**src/rtl/ama_riscv_imem_loader.sv**
```systemverilog
// ama_riscv_imem_loader
//   Owns write port A of the IMEM. Receives a program image as a byte
//   stream (LEN_LO, LEN_HI, 4*N data bytes LSB first, XOR checksum byte),
//   packs little-endian 32-bit words and writes them from address 0 up.
//   The core is held in reset for the duration of a load.
//
// Ports
//   clk, rst          clock, synchronous active-high reset
//   load_start        begin a load (only from IDLE or ERR)
//   load_abort        cancel a load in progress (-> ERR)
//   in_valid/in_data  byte stream, consumed when in_valid & in_ready
//   in_ready          loader can take a byte this cycle
//   imem_ena/wea/addra/dina  IMEM port A write interface
//   core_rst          reset to the core (rst or loader busy)
//   load_done         one-cycle pulse on a good load
//   load_err          sticky error, cleared by the next load_start
module ama_riscv_imem_loader #(
    parameter int ADDR_W    = 14,
    parameter int MAX_WORDS = 16384
) (
    input  logic              clk,
    input  logic              rst,
    input  logic              load_start,
    input  logic              load_abort,
    input  logic              in_valid,
    input  logic [7:0]        in_data,
    output logic              in_ready,
    output logic              imem_ena,
    output logic [3:0]        imem_wea,
    output logic [ADDR_W-1:0] imem_addra,
    output logic [31:0]       imem_dina,
    output logic              core_rst,
    output logic              load_done,
    output logic              load_err
);

    typedef enum logic [2:0] {
        S_IDLE, S_LEN_LO, S_LEN_HI, S_DATA, S_WRITE, S_CSUM, S_DONE, S_ERR
    } state_e;

    // 17 bits so the count can represent N == 2**16 limits without wrapping
    localparam logic [16:0] MAX_N = 17'(MAX_WORDS);

    state_e            state_q, state_d;
    logic [15:0]       len_q, len_d;
    logic [16:0]       wcnt_q, wcnt_d;
    logic [ADDR_W-1:0] waddr_q, waddr_d;
    logic [1:0]        idx_q, idx_d;
    logic [31:0]       word_q, word_d;
    logic [7:0]        csum_q, csum_d;
    logic [ADDR_W-1:0] addra_q, addra_d;
    logic [31:0]       dina_q, dina_d;
    logic              err_q, err_d;

    logic busy, rx_state, hs;
    logic [15:0] n_len;

    assign busy     = (state_q != S_IDLE) && (state_q != S_ERR);
    assign rx_state = (state_q == S_LEN_LO) || (state_q == S_LEN_HI) ||
                      (state_q == S_DATA)   || (state_q == S_CSUM);

    // Abort and reset both win over a byte on the same cycle, so ready is
    // withdrawn to keep the handshake meaning "byte consumed".
    assign in_ready   = rx_state & ~load_abort & ~rst;
    assign hs         = in_valid & in_ready;
    assign imem_ena   = (state_q == S_WRITE) & ~rst;
    assign imem_wea   = {4{imem_ena}};
    assign imem_addra = addra_q;
    assign imem_dina  = dina_q;
    assign core_rst   = rst | busy;
    assign load_done  = (state_q == S_DONE) & ~rst;
    assign load_err   = err_q;

    assign n_len = {in_data, len_q[7:0]};

    always_comb begin
        state_d = state_q;
        len_d   = len_q;
        wcnt_d  = wcnt_q;
        waddr_d = waddr_q;
        idx_d   = idx_q;
        word_d  = word_q;
        csum_d  = csum_q;
        addra_d = addra_q;
        dina_d  = dina_q;
        err_d   = err_q;

        case (state_q)
            S_IDLE, S_ERR: begin
                if (load_start) begin
                    state_d = S_LEN_LO;
                    waddr_d = '0;
                    wcnt_d  = '0;
                    idx_d   = '0;
                    csum_d  = '0;
                    err_d   = 1'b0;
                end
            end
            S_LEN_LO: begin
                if (hs) begin
                    len_d[7:0] = in_data;
                    state_d    = S_LEN_HI;
                end
            end
            S_LEN_HI: begin
                if (hs) begin
                    len_d[15:8] = in_data;
                    if (n_len == 16'd0) begin
                        state_d = S_CSUM;
                    end else if ({1'b0, n_len} > MAX_N) begin
                        state_d = S_ERR;
                        err_d   = 1'b1;
                    end else begin
                        state_d = S_DATA;
                    end
                end
            end
            S_DATA: begin
                if (hs) begin
                    word_d[8*idx_q +: 8] = in_data;
                    csum_d               = csum_q ^ in_data;
                    idx_d                = idx_q + 2'd1;
                    if (idx_q == 2'd3) begin
                        // Latch the completed word so port A holds it
                        // through WRITE and afterwards.
                        addra_d = waddr_q;
                        dina_d  = word_d;
                        state_d = S_WRITE;
                    end
                end
            end
            S_WRITE: begin
                waddr_d = waddr_q + ADDR_W'(1);
                wcnt_d  = wcnt_q + 17'd1;
                state_d = (wcnt_d == {1'b0, len_q}) ? S_CSUM : S_DATA;
            end
            S_CSUM: begin
                if (hs) begin
                    if (in_data == csum_q) begin
                        state_d = S_DONE;
                    end else begin
                        state_d = S_ERR;
                        err_d   = 1'b1;
                    end
                end
            end
            S_DONE: state_d = S_IDLE;
            default: state_d = S_IDLE;
        endcase

        // A WRITE in the abort cycle has already driven port A; only the
        // state change is overridden here.
        if (load_abort && busy) begin
            state_d = S_ERR;
            err_d   = 1'b1;
        end
    end

    always_ff @(posedge clk) begin
        if (rst) begin
            state_q <= S_IDLE;
            len_q   <= '0;
            wcnt_q  <= '0;
            waddr_q <= '0;
            idx_q   <= '0;
            word_q  <= '0;
            csum_q  <= '0;
            addra_q <= '0;
            dina_q  <= '0;
            err_q   <= 1'b0;
        end else begin
            state_q <= state_d;
            len_q   <= len_d;
            wcnt_q  <= wcnt_d;
            waddr_q <= waddr_d;
            idx_q   <= idx_d;
            word_q  <= word_d;
            csum_q  <= csum_d;
            addra_q <= addra_d;
            dina_q  <= dina_d;
            err_q   <= err_d;
        end
    end

endmodule

```
**config.mk**
```make
export PLATFORM = sky130hd
export DESIGN_NAME = ama_riscv_imem_loader
export DESIGN_NICKNAME = d
export VERILOG_FILES = /design/src/rtl/ama_riscv_imem_loader.sv
export SDC_FILE = /design/constraint.sdc
export NUM_CORES = 1
export LEC_CHECK = 0
export CAP_MARGIN = 20
export CORE_UTILIZATION = 55
export CTS_CLUSTER_DIAMETER = 50
export DETAILED_ROUTE_END_ITERATION = 8
export GPL_TIMING_DRIVEN = 1
export PLACE_DENSITY_LB_ADDON = 0.3
export SETUP_SLACK_MARGIN = 0.02
export SYNTH_ARGS = -nofsm -noshare
export SYNTH_HDL_FRONTEND = slang
export SYNTH_SLANG_ARGS = --single-unit
export TNS_END_PERCENT = 1
```
**constraint.sdc**
```tcl
create_clock -name clk -period 4.15 [get_ports clk]
set_input_delay 1.245 -clock clk [delete_from_list [all_inputs] [get_ports clk]]
set_output_delay 1.245 -clock clk [all_outputs]
set_load 0.01 [all_outputs]
```
* After elaboration in Yosys (flattened, before gate mapping)
Index checks and enable logic that the tools add are counted.
** Cells by class
- Add/sub/neg operators :: 4
- Magnitude comparators :: 1
- Equal/unequal tests :: 22
- Shifts and indexed selects :: 2
- Muxes and demuxes :: 31
- Bitwise gates (word level) :: 9
- Reductions and logical operators :: 20
** Operators by type and width (count)
- $neg A5 Y34 :: 1
- $pmux W17 S2 :: 1
- $shift A8 B34 Y32 const A :: 1
- $shiftx A8 B34 Y32 :: 1
- $bwmux W32 :: 1
- $mux W3 :: 10
- $pmux W14 S2 :: 1
- $pmux W3 S7 :: 1
- $ne A3 B2 Y1 const B :: 6
- $add A17 B1 Y17 const B :: 1
- $eq A17 B16 Y1 :: 1
- $mux W17 :: 1
- $gt A16 B15 Y1 const B :: 1
- $logic_not A16 Y1 :: 1
- $mux W8 :: 2
- $pmux W8 S2 :: 1
- $add A14 B1 Y14 const B :: 1
- $mux W14 :: 1
- $eq A3 B3 Y1 const B :: 4
- $eq A8 B8 Y1 :: 1
- $mux W1 :: 8
- $reduce_and A2 Y1 :: 4
- $xor A8 B8 Y8 :: 1
- $reduce_and A7 Y1 :: 1
- 22 further kinds :: 37
** Storage, ports and cells
- Bits in registers :: 139
- Bits of input ports :: 13
- Output and inout bits :: 55
- Logic and storage cells :: 100

* Logic depth before layout (Yosys ltp)
Gate-level depths: netlist of run 1.
- Depth in word-level cells :: 10
- Mapped depth :: 11
- Depth with buffers taken out :: 8

* Least setup slack after synthesis of run 1
OpenSTA, ideal clock, no wires.
- Kind :: input to output
- From :: in rst
- To :: out in_ready
- Data arrival time :: 2121 ps
- Data required time :: 2905 ps
- Setup slack :: 784 ps
- Cell stages on the path :: 4
- Buffers on the path :: 3
- Cell sequence :: clkbuf_1 -> clkbuf_1 -> clkbuf_1 -> a211oi_1
** On the way
- Cells in the longest elaborated chain, start to end :: 2
** Ends and longest elaborated chain
- from (decl) :: RTL line 22 : input logic rst,
- $not A1 Y1 :: RTL line 64 : assign in_ready = rx_state & ~load_abort & ~rst;
- $and A1 B1 Y1 :: RTL line 64
- to (decl) :: RTL line 27 : output logic in_ready,
No other way between the ends.

* Final worst setup path of run 1
- From :: in load_abort
- To :: out in_ready
** On the way
- Cells in the longest elaborated chain, start to end :: 3
** Ends and longest elaborated chain
- from (decl) :: RTL line 24 : input logic load_abort,
- $not A1 Y1 :: RTL line 64
- $and A1 B1 Y1 (2 in series) :: RTL line 64
No other way between the ends.

==> impl_metrics.py, run 1 <==
metrics = {
    "clocking": {
        "cts_tree": "built",
        "clock_sinks": 139,
        "cts_resized": 0,
        "clkTransAtPathRegs_ns": 0.06,
        "numCtsBuffers": 17,
        "htreeDepth": 4,
        "worstSkewPairLatency_ns": 0.42,
        "cts_setup_buffers": 0,
        "cts_max_path_buffers": 2,
        "cts_hold_buf": 0,
        "cts_root_buffer": "clkbuf_16",
    },
    "setup_path": {
        "reg2regPathDepth": 8,
        "cpPeakStageDelay_ns": 0.60,
        "r2r_end": "state_q[1]$_SDFFE_PP0P_",
        "critical_path_buf_inv_count": 2,
        "cp-endpoint": "in_ready",
        "ff2ff_setup_slack_ns": 1.11,
        "start_kind": "primary input",
        "r2r-start": "wcnt_q[0]$_SDFFE_PP0P_",
        "cp-end-kind": "primary output",
        "cp_cell_sequence": "clkdlybuf4s50_1 -> a211oi_1 -> clkdlybuf4s50_1",
        "worstPathArrival_ns": 2.71,
        "cp_num_cells": 3,
        "cp_top_family": "buffers and inverters",
        "path_class": "primary input to primary output",
        "cp.required_ns": 2.90,
        "crit_start": "load_abort",
        "cp_common_cell": "clkdlybuf4s50_1",
        "crit_fanout": 5,
        "cp_slowest_cell": "clkdlybuf4s50_1",
    },
    "yosys": {
        "syn_avg_cell_area_um2": 8.06,
        "syn_nets": 841,
        "ys.warnings.count": 0,
        "async_flop_share_pct": 0,
        "syn_inst": 820,
        "synthFlopType": "dfxtp_1",
        "synth.cell_area_um2": 6610,
        "synth-edff-count": 0,
        "ys_seq_area_share_pct": 42.1,
        "ys_ff_latch": 139,
        "ys_types": 50,
    },
    "min_path": {
        "min_from": "imem_addra[10]$_SDFFE_PP0P_",
        "hold_path_class": "flip-flop to flip-flop",
    },
    "power_and_ir_drop": {
        "p_leak_uw": 0.00265,
        "powerDensity_nw_per_um2": 441,
        "worst_ir_drop_vdd_v": 0.000356,
        "power_uw": 3510,
    },
    "drt": {
        "drc": 3,
        "drtPass1Iterations": 8,
        "drt-initial-drc-count": 582,
        "postRouteAntennaNets": 0,
        "vias": 6163,
        "routed_wl_um": 17200,
        "wl_per_cell_um": 16.9,
        "viasPerCell": 6.07,
    },
    "timing": {
        "worst_pin_slew_ns": 0.863,
        "final.min_clock_period_ns": 3.96,
        "rsz0062_at_grt": "no",
        "setup_viol": 0,
        "slew_headroom_pct": 42.5,
        "setup_slack_ns": 0.194,
        "min_period_over_period_pct": 95.3,
        "skew_ns": 0.00964,
        "hold_violations": 0,
        "setup_tns_ns": 0,
        "holdWs_ns": 0.458,
        "fmax_ghz": 0.253,
        "slew_violations": 0,
    },
    "placement": {
        "dp_slack_ns": 0.258,
        "gp_congestion": 0.909,
        "hpwl_um": 11400,
        "io_buffers": 67,
    },
    "finish": {
        "post-route-util_pct": 68.8,
        "diodes": 0,
        "syn_to_final_growth_pct": 20.4,
        "final_common_cell": "dfxtp_1",
        "fin_nets": 881,
        "drive_gt1_share_pct": 7.45,
        "final_cell_mix": "139 x dfxtp_1, 126 x nor2_1, 100 x a21oi_1",
    },
    "status": {
        "outcome": "finished, violations left",
        "violations": "design-rule violations",
    },
    "floorplan": {
        "placementRows": 39,
        "die_h_um": 112,
        "start_util_pct": 57.1,
        "coreArea_um2": 11600,
        "die_area_um2": 12500,
        "io-pin-count": 68,
        "die_w_um": 112,
    },
    "grt": {
        "grt.overflow.total": 0,
        "antenna_found_initial": 0,
        "grt_pass1_vias": 5954,
        "grt_use_total_pct": 28.5,
        "grt_pass1_wl_um": 28400,
        "grt_max_degree": 86,
    },
    "run": {
        "cap_violations": 0,
    },
}
worst reg2reg max path, cell delays in order, from the launching register on:
cell	delay (ns)
dfxtp_1	0.44
ha_1	0.29
nand2_1	0.22
nor3_2	0.33
a21oi_1	0.16
a2111oi_0	0.56
nand4_1	0.16
or4_4	0.47
a211o_1	0.30
power by group:
group | switching, uW | internal, uW | total (uW)
combinational | 354 | 171 | 525
sequential | 53.9 | 1360 | 1420
clock | 574 | 992 | 1570
total | 982 | 2530 | 3510
Yosys cell counts, types with 8 or more instances:
library cell / instances / area [um^2]
a211oi_1: 67 / 503
a21oi_1: 100 / 500
a31oi_1: 9 / 56.3
buf_2: 12 / 60.1
clkbuf_1: 47 / 176
dfxtp_1: 139 / 2780
ha_1: 8 / 100
inv_1: 8 / 30.0
mux2i_1: 15 / 150
nand2_1: 62 / 233
nand2b_1: 13 / 81.3
nand3_1: 30 / 150
nand3b_1: 12 / 90.1
nor2_1: 126 / 473
nor2b_1: 32 / 200
nor3_1: 13 / 65.1
o21ai_0: 23 / 115
xnor2_1: 24 / 210
how the worst min path moves through the flow:
stage	slack, ns	cells past startpoint	endpoint
floorplan	0.44	2	imem_addra[13]$_SDFFE_PP0P_
global placement	0.44	2	imem_addra[7]$_SDFFE_PP0P_
detailed placement	0.45	2	imem_addra[7]$_SDFFE_PP0P_
CTS	0.46	2	imem_addra[11]$_SDFFE_PP0P_
global route	0.48	2	imem_addra[0]$_SDFFE_PP0P_
finish	0.46	2	imem_addra[10]$_SDFFE_PP0P_
cells by family after synthesis:
family / share of synthesized area, %
simple gates: 24.7
compound gates: 20.6
flops: 42.1
buf+inv: 4.60
xor+xnor: 3.98
mux: 2.44
fa+ha+maj: 1.51
metal layers:
metal	up-vias	global-route usage (%)	share of wire [%]	wire length, um
li1	2985	-	-	-
met1	2899	33.6	43	7340
met2	220	48.6	48	8340
met3	59	8.00	5.8	996
met4	0	12.1	3.2	543
met5	-	0	0	0
flip-flops by register name, summed over array words and instances, names as in the netlist:
name        count
csum_q          8
idx_q           2
imem_addra     14
imem_dina      32
len_q          16
load_err        1
state_q         3
waddr_q        14
wcnt_q         17
word_q         32
metrics by stage:
stage,cell area (um^2),instances
6_report,7950,1016
5_1_grt,7950,1016
4_1_cts,7950,1015
3_5_place_dp,7340,983
3_3_place_gp,7330,982
2_1_floorplan,6610,820
final cells by class:
class,count,area (um^2)
Timing Repair Buffer,86,818
Sequential cell,139,2780
Tap cell,143,179
Fill cell,940,3610
Clock buffer,22,474
Inverter,8,30.0
Multi-Input combinational cell,608,3530
Clock inverter,10,139
No activity file was read; power rests on OpenSTA's default activity.
==> inputs of run 2 (changes only) <==
Settings changed: CAP_MARGIN 20 to not set, RECOVER_POWER set to 100.
==> run 2 against run 1 <==
Compared with the run above:
- the flow finishes with violations (design-rule violations, max-capacitance violations, max-slew violations)
- fmax up 0.83%
- register-to-register slack worse by 0.30 ns
- sequential power barely moved
- flip-flop and latch count did not move
- utilization hardly changed
- clock skew decreased by 0.0020 ns
- clock-buffer cell count up 1
- via count decreased by 0.32%
- hold slack lost 0.0036 ns
- wire length down 0.84%
- critical path type unchanged
- critical endpoint unchanged
- largest power group unchanged
==> impl_metrics.py, run 2 (synthesis results as in run 1) <==
metrics = {
    "clocking": {
        "cts_hold_buf": 0,
        "htreeDepth": 4,
        "numCtsBuffers": 17,
        "cts_setup_buffers": 0,
        "worstSkewPairLatency_ns": 0.42,
        "clkTransAtPathRegs_ns": 0.06,
        "cts_tree": "built",
        "cts_root_buffer": "clkbuf_16",
        "cts_max_path_buffers": 2,
        "cts_resized": 0,
        "clock_sinks": 139,
    },
    "setup_path": {
        "cp.required_ns": 2.90,
        "start_kind": "primary input",
        "cpPeakStageDelay_ns": 0.64,
        "cp_slowest_cell": "dlygate4sd3_1",
        "worstPathArrival_ns": 2.68,
        "crit_start": "load_abort",
        "r2r-start": "wcnt_q[0]$_SDFFE_PP0P_",
        "cp-end-kind": "primary output",
        "path_class": "primary input to primary output",
        "cp_cell_sequence": "clkdlybuf4s50_1 -> a211oi_1 -> dlygate4sd3_1",
        "reg2regPathDepth": 8,
        "crit_fanout": 5,
    },
    "timing": {
        "final.min_clock_period_ns": 3.92,
        "rsz0062_at_grt": "no",
        "setup_slack_ns": 0.226,
        "slew_violations": 86,
        "slew_headroom_pct": -13.8,
        "worst_pin_slew_ns": 1.71,
        "hold_violations": 0,
        "setup_tns_ns": 0,
        "min_period_over_period_pct": 94.5,
        "skew_ns": 0.00768,
        "fmax_ghz": 0.255,
        "setup_viol": 0,
    },
    "drt": {
        "viasPerCell": 6.06,
        "postRouteAntennaNets": 0,
        "routed_wl_um": 17100,
        "wl_per_cell_um": 16.8,
        "drc": 3,
        "vias": 6143,
        "drt-initial-drc-count": 520,
        "drtPass1Iterations": 8,
    },
    "power_and_ir_drop": {
        "p_seq_share_pct": 39.1,
        "switchingPower_uw": 984,
        "powerDensity_nw_per_um2": 455,
        "p_comb_share_pct": 14.2,
        "p_leak_uw": 0.00284,
        "worst_ir_drop_vdd_v": 0.000420,
        "power_frac_clock_pct": 46.8,
        "sw_frac_of_total_pct": 27.2,
        "intPower_uw": 2640,
    },
    "min_path": {
        "min_from": "imem_addra[11]$_SDFFE_PP0P_",
        "hold_path_class": "flip-flop to flip-flop",
        "holdPathStages": 2,
    },
    "floorplan": {
        "die_area_um2": 12500,
        "io-pin-count": 68,
        "start_util_pct": 57.1,
        "die_h_um": 112,
        "die_w_um": 112,
        "coreArea_um2": 11600,
        "placementRows": 39,
    },
    "grt": {
        "grt.overflow.total": 0,
        "grt_use_total_pct": 28.2,
        "antenna_found_initial": 0,
        "grt_max_degree": 86,
        "grt_pass1_wl_um": 28200,
        "grt_pass1_vias": 5945,
    },
    "finish": {
        "diodes": 0,
        "drive_gt1_share_pct": 6.54,
        "final_common_cell": "dfxtp_1",
        "syn_to_final_growth_pct": 20.4,
        "final_cell_mix": "139 x dfxtp_1, 126 x nor2_1, 100 x a21oi_1",
        "final_area_um2": 7960,
        "fin_nets": 879,
        "fillCellCount": 919,
    },
    "placement": {
        "postPlaceCellArea_um2": 7330,
        "gp_congestion": 0.909,
        "dp_slack_ns": 0.312,
        "hpwl_um": 11300,
        "io_buffers": 67,
    },
    "status": {
        "outcome": "finished, violations left",
        "violations": "design-rule violations, max-capacitance violations, max-slew violations",
    },
    "run": {
        "cap_violations": 1,
    },
}
run 2: changes by cell type in the layout (fill, tap and decap cells not counted), sizes merged:
cell / change
buf: -7
clkdlybuf4s50: -57
clkbuf: +6
clkinvlp: -2
dlygate4sd3: +57
clkinv: -1
bufinv: +2
run 2: critical path: cells and delay by family:
family / cells / cell delay, ns
buffers and inverters: 2 / 1.17
AO/OA/AOI/OAI: 1 / 0.26
run 2: area by class of cell:
class / count / area [um^2] / share of cell area, %
inverters: 8 / 30.0 / 0.377
clock inverters: 9 / 183 / 2.30
clock buffers: 23 / 478 / 6.01
multi-input cells: 608 / 3520 / 44.3
flip-flops and latches: 139 / 2780 / 35.0
repair buffers: 84 / 783 / 9.84
well taps: 143 / 179 / 2.25
run 2: path summary, 6_finish.rpt:
kind,to,slack (ns)
max,in_ready,0.23
min,imem_addra[11]$_SDFFE_PP0P_,0.45
max reg2reg,state_q[1]$_SDFFE_PP0P_,0.81
min reg2reg,imem_addra[11]$_SDFFE_PP0P_,0.45
run 2: per-layer routing:
layer  global-route usage [%]  share of wire (%)  wire (um)
met1                     33.9                 44       7450
met2                     46.9                 48       8180
met3                     7.62                5.4        929
met4                     13.2                3.1        521
met5                        0                  0          0
run 2: power by group through the flow:
stage	Combinational (uW)	Clock (uW)	Sequential, uW
2_1_floorplan	373	0	1410
3_3_place_gp	485	0	1440
3_5_place_dp	509	0	1440
4_1_cts	514	1700	1410
5_1_grt	566	1760	1420
6_report	514	1690	1420
run 2: per-stage QoR:
stage / hold slack [ns] / util, % / cells / power (uW)
2_1_floorplan: 0.443 / - / 820 / 1780
3_3_place_gp: 0.443 / 63.4 / 982 / 1930
3_5_place_dp: 0.453 / 63.4 / 982 / 1950
4_1_cts: 0.462 / 69.1 / 1014 / 3630
5_1_grt: 0.479 / 68.8 / 1014 / 3750
6_report: 0.454 / 68.8 / 1014 / 3620
==> edit (config.mk and constraints of run 2) <==
Re-encode `state_e` (8 states) as one-hot, 8 bits wide.
--- a/src/rtl/ama_riscv_imem_loader.sv
+++ b/src/rtl/ama_riscv_imem_loader.sv
@@ -35,6 +35,6 @@
 );
 
-    typedef enum logic [2:0] {
-        S_IDLE, S_LEN_LO, S_LEN_HI, S_DATA, S_WRITE, S_CSUM, S_DONE, S_ERR
+    typedef enum logic [7:0] {
+        S_IDLE = 8'b00000001, S_LEN_LO = 8'b00000010, S_LEN_HI = 8'b00000100, S_DATA = 8'b00001000, S_WRITE = 8'b00010000, S_CSUM = 8'b00100000, S_DONE = 8'b01000000, S_ERR = 8'b10000000
     } state_e;
 
Behaviour: no difference found for any inputs over 10 cycles, from zero or initial values and one cycle with rst high; not proved beyond that.
==> edit against run 2 <==
Global-route usage is 2.2 points lower; routed wire length down 7.0%; area after synthesis rose by 2.3%; utilization decreased by 2.2 points; clock skew fell by 0.0016 ns; fmax increased by 1.0%; synthesized cell count shrank 2.2%; design area grew 0.52%; critical path depth unchanged; sequential cell count is 5 higher; clock power decreased by 17%; power is 13% lower; worst setup slack better by 0.040 ns; non-clock buffer count shrank 2; largest cell class unchanged; largest power group is now registers.
==> edit: results (changes against run 2) <==
Outcome:
- The run finished with clean final reports.

Clock tree:
- The tree is rooted in a sky130_fd_sc_hd__clkbuf_16.
- The clock-pin slew on the worst setup and hold paths came to 0.06 ns (about the same).
- The total clock buffers created by CTS is 17 (unchanged).

Logic synthesis:
- The count of different cell masters after synthesis is 68 (+36%).
- By area the synthesized netlist is led by sky130_fd_sc_hd__dfxtp_1 (43%), sky130_fd_sc_hd__a211oi_1 (7.4%), sky130_fd_sc_hd__nor2_1 (7.3%).
- The sequential area share after synthesis came to 42.7% (+0.55 points).
- The mux contribution to synthesized area is 2.87% (+0.43 points).
- The fraction of the mapped netlist area in compound gates is 18.8% (-1.8 points).
- The total nets after synthesis is 823 (-2.1%).
- The gate count after technology mapping is 802 (-2.2%).
- The commonest cells after synthesis are sky130_fd_sc_hd__dfxtp_1 (144), sky130_fd_sc_hd__nor2_1 (131), sky130_fd_sc_hd__a211oi_1 (67).

Cells and area:
- The share of post-route cells with drive strength above 1 is 7.12% (+0.57 points).
- The number of filler cells placed in the layout was 963 (+4.8%).
- Compared with the post-synthesis result, the final layout area differs by 18.3%.

Power and ir drop:
- The overall power is 3140 µW (-13%).
- The switching share of power is 25.4% (-1.8 points).
- The portion of total power attributed to the clock network is 44.8% (-2.0 points).
- The worst supply voltage drop on vdd is 0.000237 V (-44%).
- The part of the power in registers is 45.5% (+6.4 points).
- The static leakage is 0.00296 µW (+4.1%).

Floorplan:
- The area of the core is 12000 µm² (+3.9%).

Critical path:
- The critical path's largest stage delay is 0.61 ns (-0.03 ns).

Routing:
- The violation count after the first detailed-route iteration came to 336 (-35%).
- The overall routed net length is 15900 µm (-7.0%).
- The number of iterations in the first detailed-routing pass is 4 (-4).

Timing:
- The transition time at the pin with the least slew margin came to 1.28 ns (-0.424 ns).
- The worst-case clock skew is 0.00606 ns (-0.00162 ns).

Global route:
- The largest net degree at the start of global routing is 93 (+8.1%).
- The number of global-route vias before repair is 5575 (-6.2%).
- The total routing usage reported by global routing is 26.0% (-2.2 points).
- The global-route wire length before repair is 26200 µm (-7.0%).

Placed design:
- The worst-case setup slack after placement is 0.343 ns (+0.0312 ns).
- The placed standard-cell area is 7480 µm² (+2.0%).
- The final estimated routing congestion in global placement is 0.889 (-2.2%).
- The number of cells in the design after placement is 973 (-0.92%).
- The sum of net half-perimeters after detailed placement is 10700 µm (-5.2%).
## edit: routing by layer
metal	track usage [%]	routed length (µm)	up-vias
li1	-	-	2909
met2	43.5	7850	160
met3	5.68	687	36
met5	0	0	-
met4	13.8	396	0
met1	31.3	6950	2769
## edit: worst paths after layout
| kind | start | end | slack [ns] | cells past startpoint |
|---|---|---|---|---|
| worst max-delay path | load_abort | in_ready | 0.27 | 3 |
| worst min-delay path | imem_addra[12] | imem_addra[12] | 0.45 | 2 |
| worst max register to register | state_q[3] | waddr_q[9] | 1.28 | 7 |
| worst min register to register | imem_addra[12] | imem_addra[12] | 0.45 | 2 |
## edit: final cells by class
type	instances	share of cell area, %
clock inverter	11	1.14
inverter	10	0.469
clock buffer	20	5.59
timing repair buffer	82	9.75
tap	147	2.30
sequential	144	36.0
multi-input combinational	590	44.7
## edit: critical path, delay by kind of cell
kind / cells / cell delay [ns]
and+or+nand+nor: 1 / 0.22
buffers and inverters: 2 / 1.18
